[src/rtl/clt_gauss.sv]
// clt_gauss: central-limit normal sample generator.
// Sums NSUM consecutive accepted uniform samples (the top UBITS bits of each
// 32-bit word) and removes the mean. The result is a signed fixed-point
// sample that is approximately normally distributed.
// Optional feature macro: CLT_DISCARD_ON_ERROR_EN. When it is defined, an
// accept flagged in_error drops the partial sum instead of summing the sample.
module clt_gauss #(
  parameter int DELAY = 1,
  parameter int NSUM  = 12,
  parameter int UBITS = 16,
  parameter int OW    = 21
) (
  input  logic                 CLK,
  input  logic                 RESET,
  input  logic [31:0]          in_data,
  input  logic                 in_valid,
  input  logic                 in_error,
  output logic                 in_ready,
  output logic signed [OW-1:0] out_data,
  output logic                 out_valid,
  input  logic                 out_ready,
  output logic                 error,
  output logic [3:0]           count
);

  // The accumulator holds at most NSUM*(2^UBITS-1), and that fits in UBITS+4 bits.
  localparam int            AW     = UBITS + 4;
  localparam logic [3:0]    LAST   = 4'(NSUM - 1);
  localparam logic [OW-1:0] OFFSET = OW'(NSUM * (2 ** (UBITS - 1)));

  // Reject parameter sets whose arithmetic widths would not hold.
  // DELAY exists only for simulation models. This RTL does not use it.
  if (NSUM < 2 || NSUM > 16 || OW != UBITS + 5 || DELAY < 0) begin : g_param_chk
    $error("clt_gauss: illegal parameter combination");
  end

  logic [AW-1:0]    r_acc;
  logic [3:0]       r_count;
  logic             r_out_valid;
  logic [OW-1:0]    r_out_data;
  logic             r_error;

  logic [UBITS-1:0] w_u;
  logic             w_last;
  logic             w_accept;
  logic             w_discard;
  logic             w_done;
  logic [AW-1:0]    w_sum;
  logic [OW-1:0]    w_res;

  assign w_u      = in_data[31 -: UBITS];
  assign w_last   = (r_count == LAST);
  // Block only the final sample of a sum, and only while the previous result
  // is still unclaimed. Earlier samples never need the output slot.
  assign in_ready = !w_last || !r_out_valid || out_ready;
  assign w_accept = in_valid && in_ready;

`ifdef CLT_DISCARD_ON_ERROR_EN
  assign w_discard = w_accept && in_error;
`else
  assign w_discard = 1'b0;
`endif

  assign w_done = w_accept && w_last && !w_discard;
  assign w_sum  = r_acc + AW'(w_u);
  // Subtract the mean at full output width. The result wraps into two's complement.
  assign w_res  = OW'(w_sum) - OFFSET;

  // Update the accumulator, sample count, output slot and sticky error.
  always_ff @(posedge CLK) begin
    if (!RESET) begin
      r_acc       <= '0;
      r_count     <= '0;
      r_out_valid <= 1'b0;
      r_out_data  <= '0;
      r_error     <= 1'b0;
    end else begin
      if (r_out_valid && out_ready) r_out_valid <= 1'b0;
      if (w_accept && in_error)     r_error     <= 1'b1;
      if (w_discard) begin
        r_acc   <= '0;
        r_count <= '0;
      end else if (w_done) begin
        // A completion overrides the drain. The slot refills in the same cycle.
        r_out_data  <= w_res;
        r_out_valid <= 1'b1;
        r_acc       <= '0;
        r_count     <= '0;
      end else if (w_accept) begin
        r_acc   <= w_sum;
        r_count <= r_count + 4'd1;
      end
    end
  end

  assign out_data  = r_out_data;
  assign out_valid = r_out_valid;
  assign error     = r_error;
  assign count     = r_count;

endmodule

[config.mk]
export PLATFORM = sky130hd
export DESIGN_NAME = clt_gauss
export DESIGN_NICKNAME = d
export VERILOG_FILES = /design/src/rtl/clt_gauss.sv
export SDC_FILE = /design/constraint.sdc
export NUM_CORES = 1
export LEC_CHECK = 0
export BUFFER_PORTS_ARGS = -buffer_cell sky130_fd_sc_hd__buf_2
export CAP_MARGIN = 20
export CORE_MARGIN = 10
export CORE_UTILIZATION = 38
export CTS_CLUSTER_DIAMETER = 200
export DETAILED_ROUTE_END_ITERATION = 8
export GPL_ROUTABILITY_DRIVEN = 1
export MAX_ROUTING_LAYER = met4
export PLACE_DENSITY = 0.73
export SLEW_MARGIN = 25
export SYNTH_ARGS = -nofsm -noshare
export SYNTH_HDL_FRONTEND = slang
export SYNTH_SLANG_ARGS = --single-unit
[constraint.sdc]
create_clock -name CLK -period 3.9 [get_ports CLK]
set_input_delay 0.975 -clock CLK [delete_from_list [all_inputs] [get_ports CLK]]
set_output_delay 0.975 -clock CLK [all_outputs]
set_load 0.05 [all_outputs]
Word-level counts from Yosys, hierarchy flattened --
Cells that the tools add are included.
Storage, ports and cells: bits in registers 47, input port bits 37, output and inout port bits 28, logic and storage cells 22
Operators by class: $add $sub $neg 3, equality and inequality tests 1, muxes and demuxes 2, bitwise gates (word level) 1, reduce and logical (&&, ||, !) cells 10
Operator list (count):
- subtractor 20 x 19 -> 21 bit (second input constant) | 1
- adder 20 x 16 -> 20 bit | 1
- adder 4 x 1 -> 4 bit (second input constant) | 1
- == test 4 bit (second input constant) | 1
- logical AND 1 bit | 4
- zero test 1 bit | 2
- logical OR 1 bit | 2
- 2-to-1 mux 1 bit | 2
- nonzero test 2 bit | 1
- OR reduction 2 bit | 1
- inverter 1 bit | 1

Longest topological paths before layout --
depth in word-level cells 7, gate-level depth with buffers 11, mapped depth without buffers 11

Least setup slack after synthesis --
No wires, ideal clock.
path type input port to flip-flop, from input in_data[16], to register r_out_data[19], in the netlist out_data[19], setup time 69 ps, data arrival time 3668 ps, required time 3831 ps, slack 163 ps, cell stages on the path 11, path buffers 0, cells stage by stage ha_1 -> fa_1 -> a21o_1 -> a221oi_2 -> o221ai_2 -> a31o_2 -> mux2i_1 -> or2_2 -> ha_1 -> xnor3_4 -> o21ai_1
Between the ends: word-level cells in the longest chain between the ends 2
Ends and longest elaborated chain:
- start: declaration | line 15 | input logic [31:0] in_data,
- adder 20 x 16 -> 20 bit | line 65 | assign w_sum = r_acc + AW'(w_u);
- via w_sum[18] | line 48 | logic [AW-1:0] w_sum;
- subtractor 20 x 19 -> 21 bit | line 67 | assign w_res = OW'(w_sum) - OFFSET;
- end signal: assignment | line 85 | r_out_data <= w_res;
- end: declaration | line 40 | logic [OW-1:0] r_out_data;
The timed path passes the listed nets, and every way through them passes these cells. A chain may end at the register's enable or synchronous reset.

Worst setup path in the final report --
Same ends and word-level chain as after synthesis.

==> run metrics <==
status finished clean; Starting Density 39.91%; largest net degree at the start of global routing 26; Core Area 6907 um^2; Final Critical Period around 3.6 ns; initial DRC count 85; Std-Cell Rows 30; cts hold-fix bufs 0; P_sw 0.0004131 W; EDFF count, synth 0; Die ar. 11060 um^2; vias in the first global route 2323; crit path DAT between 3 and 4 ns; crit start category input pin; CTS Buf Count 5; critical path startpoint in_data[16]; post-synthesis cell count 322; CP max FO 3; layout cells sized above 1 approximately 22%; FF-to-FF Start r_acc[0]$_SDFFE_PP0P_; most common cell after layout, fill and taps aside nand2_1; max_cap viols 0; cts repair resizes 0; ANT nets after route 0; CTS H-Tree Depth 2; die width about 110 um; RSZ-0062 raised after global routing false; Post-CTS Setup Inserts 0; worst r2r dst out_data[19]$_SDFFE_PN0P_; met2 wire len about 3300 um; DP HPWL approximately 5000 um; maximum clock rate 274.9 MHz; Final setup viols 0; n_diodes 0; cell accounting for the most synthesized area dfxtp_1; Sequential Power Share 41.8%; Port Buffers 48; reg2reg path depth 12; I/O Pins 65; Max clock buf depth 2; Slew headroom a little over two fifths; Yosys reg bits 47; sequential share of the synthesized area between 30 and 40%; YS warnings 0; clock insertion delay at the later pin of the skew report 0.31 ns; CTS tree done; CP endpoint kind register; Syn Std Cell Area between 2000 and 3000 um^2; Metal-1 WL ~3200 um; Hold Path Class register to register; Die Span Y 105.2 um; most frequent cells in the layout 77 x nand2_1, 48 x buf_2, 47 x dfxtp_1, 41 x a21oi_1, 19 x nor2_1; total grt overflow 0; Top Layer Used met4; Reg clk slew, reported paths approximately 0.09 ns; post-place instance area ~3000 um^2; drt wl/cell 14.74 um; Storage cell area about 940 um^2; internal power between 0.0008 and 0.0009 W; multi-input logic area about 1600 um^2; antenna violations before repair 0; Clock Skew about 0.0095 ns; Max Slew Vio Count 0; synth top area cells dfxtp_1 34%, nand2_1 10%, ha_1 8.2%, a21oi_1 7.4%, xnor2_1 4.1%; first-pass GRT wire length around 11000 um; nets around 430; Area growth, synth to finish 13.12%; Data required, critical path slightly above 4 ns; post-synth cell types 54; slack of the worst reg-to-reg path between 0.7 and 0.8 ns; power per cell area 402.5 nW/um^2; post-synth net total 378; ys async rst share 0%; DR pass1 iterations 4; setup_tns 0 ns; FILL cells 708; vias per cell 5.170; DRT Wirelength between 6000 and 7000 um; clk root buf clkbuf_8; Max rail drop VDD between 0.15 and 0.2 mV; mean post-synth cell area ~8.6 um^2; CP endpoint out_data[19]$_SDFFE_PN0P_; CTS sink count 47; Clk pwr share between 20 and 30%; metal3 WL 356 um; most common flop cell mapped by yosys dfxtp_1; Worst Max-Slew Pin Slew roughly 0.87 ns; final core utilization a little under half; Worst Path Class, Setup input pin to register; Logic pwr share between 20% and 30%; part of the cycle the worst path needs 93.29%; via total after detailed routing between 2000 and 2500; Yosys top cell area share about 34%; Final GP Congestion about 0.8; global router's overall resource usage about an eighth; Leakage about 1.4 nW; Sw Share about a third; DRC violations left 0; final hold vios 0; Finished Cell Area around 3100 um^2
[metrics by stage]
stage / power, W / worst slack [ns] / std cells / hold slack (ns)
after floorplan: 0.0008224 / 0.1627 / 322 / 0.4374
final: 0.001255 / 0.2618 / 466 / 0.4488
after global placement: 0.0008769 / 0.01364 / 458 / 0.4291
after global routing: 0.001318 / 0.1947 / 466 / 0.4723
after detailed placement: 0.0008871 / -0.03503 / 458 / 0.4369
after CTS: 0.001261 / 0.2759 / 466 / 0.4532
[registers in the layout, summed over array words and instances, names as in the netlist]
signal and cells:
out_valid 1, out_data 21, error 1, r_acc 20, count 4
[cells in the mapped netlist, types with 3 or more instances]
cell type  count
inv_1          3
o21ai_0        8
clkbuf_1       8
a21oi_1       41
a31oi_1        3
o31ai_1        3
a21o_1         4
or3_1          3
or4_1          3
nand2_1       77
o21a_1         4
and3_1         3
dfxtp_1       47
ha_1          18
nand4_1        6
nor2_1        19
xnor2_1       13
a211oi_1       5
nand3_1        5
xor2_1         6
clkbuf_8       4
[worst min-delay path by stage]
stage	start	end	slack [ns]	depth (start not counted)
6_report	out_data[13]$_SDFFE_PN0P_	out_data[13]$_SDFFE_PN0P_	0.45	2
5_1_grt	out_data[13]$_SDFFE_PN0P_	out_data[13]$_SDFFE_PN0P_	0.47	2
4_1_cts	out_data[13]$_SDFFE_PN0P_	out_data[13]$_SDFFE_PN0P_	0.45	2
3_5_place_dp	out_data[20]$_SDFFE_PN0P_	out_data[20]$_SDFFE_PN0P_	0.44	2
3_3_place_gp	out_data[13]$_SDFFE_PN0P_	out_data[13]$_SDFFE_PN0P_	0.43	2
2_1_floorplan	r_acc[0]$_SDFFE_PP0P_	r_acc[0]$_SDFFE_PP0P_	0.44	2
[cells by family (layout without fill, tap and decap cells)]
group,Yosys count,after routing,share of synthesized area (%)
adders and majority gates,19,19,8.897
buffers and inverters,21,69,7.126
xor gates and xnor gates,20,20,6.991
and+or+nand+nor,126,126,20.06
muxes,2,2,0.7263
AOI/OAI and AO/OA,87,87,22.06
DFF,47,47,34.14
[power by group through the flow]
stage | clock network, W | logic (W) | registers [W]
floorplan | 0 | 0.000283 | 0.000539
global placement | 0 | 0.000343 | 0.000534
detailed placement | 0 | 0.000351 | 0.000536
CTS | 0.000381 | 0.000355 | 0.000524
global route | 0.000398 | 0.000392 | 0.000528
finish | 0.000374 | 0.000356 | 0.000524
[final cells by class]
cell class                      count  area share (%)
Timing Repair Buffer               57           9.872
Clock inverter                      3           1.485
Sequential cell                    47           30.18
Multi-Input combinational cell    254           51.93
Tap cell                           96           3.852
Clock buffer                        5           2.207
Inverter                            4          0.4815
[worst max-delay path, cell delays in order]
cell and delay (ns):
buf_2 0.10, ha_1 0.21, fa_1 0.40, a21o_1 0.20
a221oi_2 0.21, buf_4 0.16, o221ai_2 0.12, a31o_2 0.29
mux2i_1 0.14, or2_2 0.30, ha_1 0.20, xnor3_4 0.43
o21ai_1 0.13
[layer usage]
metal	vias to the layer above	track usage (%)
li1	1217	-
met1	1118	14.37
met2	64	19.84
met3	10	3.133
met4	0	3.137
met5	-	-
Power figures use the tool's default switching activity.
